**src/rtl/mem_port_arbiter_pkg.sv**
```systemverilog
`default_nettype none
// +--------------------------------------------------------------------+
// | mem_port_arbiter_pkg : shared encodings for the RAM port arbiter    |
// | Rev 1.0                                                             |
// +--------------------------------------------------------------------+
package mem_port_arbiter_pkg;

    localparam int   DEF_BLOCK_WIDTH = 4;
    localparam logic RW_READ         = 1'b1;
    localparam logic RW_WRITE        = 1'b0;

    typedef enum logic [2:0] {
        ST_IDLE   = 3'd0,
        ST_RD_BLK = 3'd1,
        ST_WR_BLK = 3'd2,
        ST_IO_RD  = 3'd3,
        ST_IO_WR  = 3'd4,
        ST_DONE   = 3'd5
    } state_t;

    // Values double as bit positions in the one-hot grant vector.
    typedef enum logic [1:0] {
        OWN_ICACHE = 2'd0,
        OWN_DCACHE = 2'd1,
        OWN_IO     = 2'd2
    } owner_t;

endpackage
`default_nettype wire

```
**src/rtl/mem_port_prio_arb.sv**
```systemverilog
`default_nettype none
// +--------------------------------------------------------------------+
// | mem_port_prio_arb : io > dcache > icache select, starvation override|
// | Rev 1.0                                                             |
// +--------------------------------------------------------------------+
module mem_port_prio_arb
    import mem_port_arbiter_pkg::*;
#(
    parameter int STARVE_LIMIT = 4
) (
    input  logic       clk_i,
    input  logic       rst_i,
    input  logic       en_i,
    input  logic       arb_en_i,
    input  logic       icache_req_i,
    input  logic       dcache_req_i,
    input  logic       io_req_i,
    output logic [2:0] grant_o
);
    localparam int            CW    = $clog2(STARVE_LIMIT + 1);
    localparam logic [CW-1:0] LIMIT = CW'(STARVE_LIMIT);

    logic [CW-1:0] starve_q, starve_d;

    always_comb begin
        grant_o = 3'b000;
        if (arb_en_i) begin
            if (icache_req_i && (starve_q == LIMIT)) grant_o[OWN_ICACHE] = 1'b1;
            else if (io_req_i)                       grant_o[OWN_IO]     = 1'b1;
            else if (dcache_req_i)                   grant_o[OWN_DCACHE] = 1'b1;
            else if (icache_req_i)                   grant_o[OWN_ICACHE] = 1'b1;
        end
    end

    always_comb begin
        starve_d = starve_q;
        if (!icache_req_i || grant_o[OWN_ICACHE])
            starve_d = '0;
        else if ((grant_o != 3'b000) && (starve_q != LIMIT))
            starve_d = starve_q + 1'b1;
    end

    always_ff @(posedge clk_i) begin
        if (rst_i)     starve_q <= '0;
        else if (en_i) starve_q <= starve_d;
    end

endmodule
`default_nettype wire

```
**src/rtl/mem_port_arbiter.sv**
```systemverilog
`default_nettype none
// +--------------------------------------------------------------------+
// | mem_port_arbiter : shares the byte-wide RAM port between ICache,    |
// | DCache and uncached IO, sequencing transfers byte by byte. Rev 1.0  |
// +--------------------------------------------------------------------+
module mem_port_arbiter
    import mem_port_arbiter_pkg::*;
#(
    parameter int BLOCK_WIDTH  = DEF_BLOCK_WIDTH,
    parameter int STARVE_LIMIT = 4
) (
    input  logic                          clkIn,
    input  logic                          resetIn,
    input  logic                          readyIn,
    input  logic [7:0]                    memIn,
    output logic [31:0]                   memAddr,
    output logic [7:0]                    memOut,
    output logic                          readWriteOut,
    input  logic                          icacheReq,
    input  logic [31-BLOCK_WIDTH:0]       icacheAddr,
    output logic                          icacheDone,
    input  logic                          dcacheReq,
    input  logic                          dcacheWrite,
    input  logic [31-BLOCK_WIDTH:0]       dcacheAddr,
    input  logic [(2**BLOCK_WIDTH)*8-1:0] dcacheWData,
    output logic                          dcacheDone,
    input  logic                          ioReq,
    input  logic                          ioWrite,
    input  logic [31:0]                   ioAddr,
    input  logic [7:0]                    ioWData,
    output logic                          ioDone,
    output logic [7:0]                    ioRData,
    output logic [(2**BLOCK_WIDTH)*8-1:0] blockOut
);
    localparam int                     BLOCK_SIZE = 2 ** BLOCK_WIDTH;
    localparam logic [BLOCK_WIDTH-1:0] LAST_OFF   = BLOCK_WIDTH'(BLOCK_SIZE - 1);

    state_t                   state_q, state_d;
    owner_t                   owner_q, owner_d;
    logic [BLOCK_WIDTH-1:0]   off_q, off_d;
    logic                     tail_q, tail_d;
    logic [31:0]              addr_q, addr_d;
    logic [BLOCK_SIZE*8-1:0]  block_q, block_d;
    logic [7:0]               iordata_q, iordata_d;

    logic [2:0]               w_grant;
    logic [BLOCK_WIDTH-1:0]   w_cap_idx;
    logic                     w_done;

    mem_port_prio_arb #(
        .STARVE_LIMIT (STARVE_LIMIT)
    ) u_arb (
        .clk_i        (clkIn),
        .rst_i        (resetIn),
        .en_i         (readyIn),
        .arb_en_i     (state_q == ST_IDLE),
        .icache_req_i (icacheReq),
        .dcache_req_i (dcacheReq),
        .io_req_i     (ioReq),
        .grant_o      (w_grant)
    );

    // Read data lags its address by one cycle, so capture trails the offset.
    assign w_cap_idx = tail_q ? LAST_OFF : (off_q - 1'b1);

    always_comb begin
        state_d   = state_q;
        owner_d   = owner_q;
        off_d     = off_q;
        tail_d    = tail_q;
        addr_d    = addr_q;
        block_d   = block_q;
        iordata_d = iordata_q;
        case (state_q)
            ST_IDLE: begin
                off_d  = '0;
                tail_d = 1'b0;
                if (w_grant[OWN_IO]) begin
                    owner_d = OWN_IO;
                    addr_d  = ioAddr;
                    state_d = ioWrite ? ST_IO_WR : ST_IO_RD;
                end else if (w_grant[OWN_DCACHE]) begin
                    owner_d = OWN_DCACHE;
                    addr_d  = {dcacheAddr, {BLOCK_WIDTH{1'b0}}};
                    state_d = dcacheWrite ? ST_WR_BLK : ST_RD_BLK;
                end else if (w_grant[OWN_ICACHE]) begin
                    owner_d = OWN_ICACHE;
                    addr_d  = {icacheAddr, {BLOCK_WIDTH{1'b0}}};
                    state_d = ST_RD_BLK;
                end
            end
            ST_RD_BLK: begin
                if ((off_q != '0) || tail_q)
                    block_d[{w_cap_idx, 3'b000} +: 8] = memIn;
                if (tail_q)                state_d = ST_DONE;
                else if (off_q == LAST_OFF) tail_d = 1'b1;
                else                        off_d  = off_q + 1'b1;
            end
            ST_WR_BLK: begin
                if (off_q == LAST_OFF) state_d = ST_DONE;
                else                   off_d   = off_q + 1'b1;
            end
            ST_IO_RD: begin
                if (tail_q) begin
                    iordata_d = memIn;
                    state_d   = ST_DONE;
                end else begin
                    tail_d = 1'b1;
                end
            end
            ST_IO_WR: state_d = ST_DONE;
            ST_DONE:  state_d = ST_IDLE;
            default:  state_d = ST_IDLE;
        endcase
    end

    always_ff @(posedge clkIn) begin
        if (resetIn) begin
            state_q   <= ST_IDLE;
            owner_q   <= OWN_ICACHE;
            off_q     <= '0;
            tail_q    <= 1'b0;
            addr_q    <= '0;
            block_q   <= '0;
            iordata_q <= '0;
        end else if (readyIn) begin
            state_q   <= state_d;
            owner_q   <= owner_d;
            off_q     <= off_d;
            tail_q    <= tail_d;
            addr_q    <= addr_d;
            block_q   <= block_d;
            iordata_q <= iordata_d;
        end
    end

    always_comb begin
        memAddr      = '0;
        memOut       = '0;
        readWriteOut = RW_READ;
        case (state_q)
            ST_RD_BLK: memAddr = {addr_q[31:BLOCK_WIDTH], off_q};
            ST_WR_BLK: begin
                memAddr = {addr_q[31:BLOCK_WIDTH], off_q};
                memOut  = dcacheWData[{off_q, 3'b000} +: 8];
            end
            ST_IO_RD:  memAddr = addr_q;
            ST_IO_WR: begin
                memAddr = addr_q;
                memOut  = ioWData;
            end
            default: ;
        endcase
        if (readyIn && ((state_q == ST_WR_BLK) || (state_q == ST_IO_WR)))
            readWriteOut = RW_WRITE;
    end

    // Gated by readyIn so a stalled DONE cycle still yields a single pulse.
    assign w_done     = readyIn && (state_q == ST_DONE);
    assign icacheDone = w_done && (owner_q == OWN_ICACHE);
    assign dcacheDone = w_done && (owner_q == OWN_DCACHE);
    assign ioDone     = w_done && (owner_q == OWN_IO);
    assign ioRData    = iordata_q;
    assign blockOut   = block_q;

endmodule
`default_nettype wire

```
**config.mk**
```make
export PLATFORM = sky130hd
export DESIGN_NAME = mem_port_arbiter
export DESIGN_NICKNAME = d
export VERILOG_FILES = /design/src/rtl/mem_port_arbiter_pkg.sv /design/src/rtl/mem_port_prio_arb.sv /design/src/rtl/mem_port_arbiter.sv
export SDC_FILE = /design/constraint.sdc
export NUM_CORES = 1
export LEC_CHECK = 0
export CORE_AREA = 2 2 162 164
export CTS_CLUSTER_DIAMETER = 80
export CTS_CLUSTER_SIZE = 14
export DETAILED_ROUTE_END_ITERATION = 12
export DIE_AREA = 0 0 164 166
export PLACE_DENSITY = 0.7
export SLEW_MARGIN = 20
export SYNTH_ARGS = -nofsm -noshare
export SYNTH_HDL_FRONTEND = slang
export SYNTH_SLANG_ARGS = --single-unit
```
**constraint.sdc**
```tcl
create_clock -name clkIn -period 8.2 [get_ports clkIn]
set_clock_uncertainty 0.2 [all_clocks]
set_input_delay 2.05 -clock clkIn [delete_from_list [all_inputs] [get_ports clkIn]]
set_output_delay 2.05 -clock clkIn [all_outputs]
set_load 0.03 [all_outputs]
```
==> results.yml <==
logic_synthesis:
  synth_top_area_share_pct: 40.5
  ys.flop_type: "dfxtp_1"
  synth_top_area_cell: "dfxtp_1"
  syn-num-nets: 1218
  synth-compound-area-share_pct: 14.0
  synth-simple-area-share_pct: 19.4
  avgSynthCellArea_sq_um: 9.23
  yosysSeqAreaShare_pct: 40.5
  synth_area_leaders: "dfxtp_1, mux2i_1, mux4_2"
  synthCells: 970
  synth_top_family_by_area: "multiplexers"
  synthXorXnorAreaFrac_pct: 0.867
  synth_commonest_cells: "dfxtp_1, nand2_1, mux2i_1"
  synth_edf_count: 0
  synth_seq_cells: 181
  async_reset_ff_share_pct: 0
  ys_types: 62
  synthMuxAreaShare_pct: 19.7
  yosysMostFrequentCell: "dfxtp_1"
  netlist_area_sq_um: 8950
  synthAdderAreaFrac_pct: 1.12
  ys_warn_count: 0
cts:
  tritoncts: "yes"
  cts_sinks: 181
  cts.repair.resized: 0
  clkSlewWorstSetupHoldPaths_ns: 0.07
  hold_buffers: 0
  cts_max_level: 4
  post-cts-setup-buffers: 0
  worstSkewPairLatency_ns: 0.42
  cts_buffers: 17
  cts_buffer_depth: 2
  cts_root_buffer: "clkbuf_16"
setup_path:
  criticalPathCategory: "in -> out"
  path_max_fanout: 7
  r2r-start: "off_q[0]"
  worst_ep_arrival_time_ns: 4.20
  cp_data_required_time_ns: 5.95
  worst_r2r_path_depth: 9
  worstSetupEndpointType: "output port"
  regToRegSetupSlack_ns: 4.21
  start_kind: "input pin"
  r2r_end: "blockOut[97]"
pwr:
  total_power_mw: 2.26
  power.leakage_nw: 5.05
  p_per_area_nw_per_um2: 162
  vdd_drop_max_v: 0.000128
floorplanning:
  start_util_pct: 34.9
  ioPinCount: 420
  die_x_microns: 164
  dieArea_sq_um: 27200
  rows: 59
  die_y_microns: 166
  core_region_area_sq_um: 25600
sta:
  timing.hold.ws_ns: 0.247
  timing.fmax_mhz: 155
  timing.final.crit_share_pct: 78.7
  hold_viol: 0
  fin_crit_ns: 6.45
  slew_headroom_pct: 31.2
  worstMarginPinSlew_ns: 1.03
  rsz0062_at_grt: "false"
  fin_ws_ns: 1.75
  setup_viol: 0
  final_max_slew_viol_count: 0
  setup_tns_ns: 0
drt:
  dr.pass1.iters: 5
  drt_iter0_drc: 471
  antenna_left: 0
  vias: 8828
  drt_wl_total_microns: 33400
  post_drt_via_cell_ratio: 5.24
  drc: 0
  drt-wirelength-per-cell_microns: 19.8
hold_path:
  timing.hold.worst.start: "addr_q[6]"
  hold_path_end: "addr_q[6]"
  whs_path_depth: 2
  hold_class: "reg -> reg"
place:
  dp_slack_ns: 1.76
  gp_congestion: 0.918
  hpwl_microns: 24900
  dp.cells: 1650
  numPortBuffers: 419
global_routing:
  grt_max_degree: 77
  antenna_found_initial: 1
  grt_pass1_wl_microns: 50500
  track_usage_pct: 23.7
  overflow: 0
  grt_pass1_vias: 8670
finish:
  diodes: 0
  nets: 1584
  area_delta_synth_final_pct: 55.7
  layout.cells.non_filler: 1684
  layout-drive-gt1-share_pct: 7.64
outcome:
  status: "complete, no violations"
job:
  maxCapViolations: 0
-- routing by layer --
layer | global-route usage [%] | wire length [microns] | vias up
met3 | 8.82 | 3470 | 50
met5 | 0 | 11 | -
met2 | 39.4 | 15600 | 356
met4 | 7.06 | 790 | 2
li1 | - | - | 4246
met1 | 28.5 | 13600 | 4174
-- cell type report --
type	count	area (sq um)
clock buffer	17	425
tap	335	419
timing repair buffer	433	4290
sequential	181	3630
fill	2255	11700
inverter	12	45.0
multi-input combinational	691	4960
clock inverter	15	165
-- per-stage QoR --
step	instance area (sq um)	util, %
2_1_floorplan	8950	-
3_3_place_gp	13300	52.0
3_5_place_dp	13300	52.0
4_1_cts	13900	54.3
5_1_grt	13900	54.4
6_report	13900	54.4
-- cell usage in the layout (no fill, tap or decap), types with 3 or more instances in the layout --
master / Yosys / final
clkinv_8: 0 / 5
a22o_1: 4 / 4
nor2_1: 97 / 97
nor3b_1: 5 / 5
inv_6: 0 / 4
nand4_1: 3 / 3
nand4b_1: 3 / 3
nand3_1: 55 / 55
mux2i_1: 104 / 104
o21ai_0: 38 / 37
nand2_1: 122 / 121
buf_4: 2 / 13
ha_1: 8 / 8
o22a_1: 28 / 28
o21a_1: 3 / 3
o221ai_1: 28 / 28
inv_1: 11 / 10
mux4_2: 32 / 32
a22oi_1: 4 / 4
xnor2_1: 5 / 5
clkdlybuf4s50_1: 0 / 418
and3_1: 30 / 30
and2_1: 3 / 3
nor3_1: 14 / 13
dfxtp_1: 181 / 179
a21oi_1: 37 / 36
o21ai_1: 9 / 10
clkbuf_16: 0 / 17
nand3b_1: 8 / 8
a32o_1: 8 / 8
-- how the worst max path moves through the flow --
stage	start	endpoint	slack, ns	depth (start not counted)
3_3_place_gp	dcacheWData[84]	memOut[4]	1.78	6
5_1_grt	dcacheWData[100]	memOut[4]	1.68	6
2_1_floorplan	dcacheWData[120]	memOut[0]	2.91	4
3_5_place_dp	dcacheWData[100]	memOut[4]	1.76	6
6_report	readyIn	ioDone	1.75	4
4_1_cts	dcacheWData[100]	memOut[4]	1.75	6
-- critical path, stage by stage --
cell	delay, ns
clkdlybuf4s50_1	0.63
nand4b_1	0.21
nor3b_1	0.52
clkdlybuf4s50_1	0.79
-- registers in the layout, summed over array words and instances (netlist names) --
| name | cells |
|---|---|
| tail_q | 1 |
| u_arb.starve_q | 3 |
| state_q | 3 |
| owner_q | 2 |
| addr_q | 32 |
| ioRData | 8 |
| blockOut | 128 |
| off_q | 4 |
-- power breakdown --
group          switching, mW  internal (mW)
Combinational          0.276          0.250
Sequential            0.0237          0.903
Clock                  0.399          0.408
Total                  0.699           1.56
-- cell families (layout without fill, tap and decap cells) --
group / count (synthesis) / in the layout
buf+inv: 98 / 477
flops: 181 / 181
fa+ha+maj: 8 / 8
simple gates: 361 / 361
mux: 136 / 136
xor+xnor: 8 / 8
compound gates: 178 / 178
Note: power is estimated with default switching activity, not from simulation.
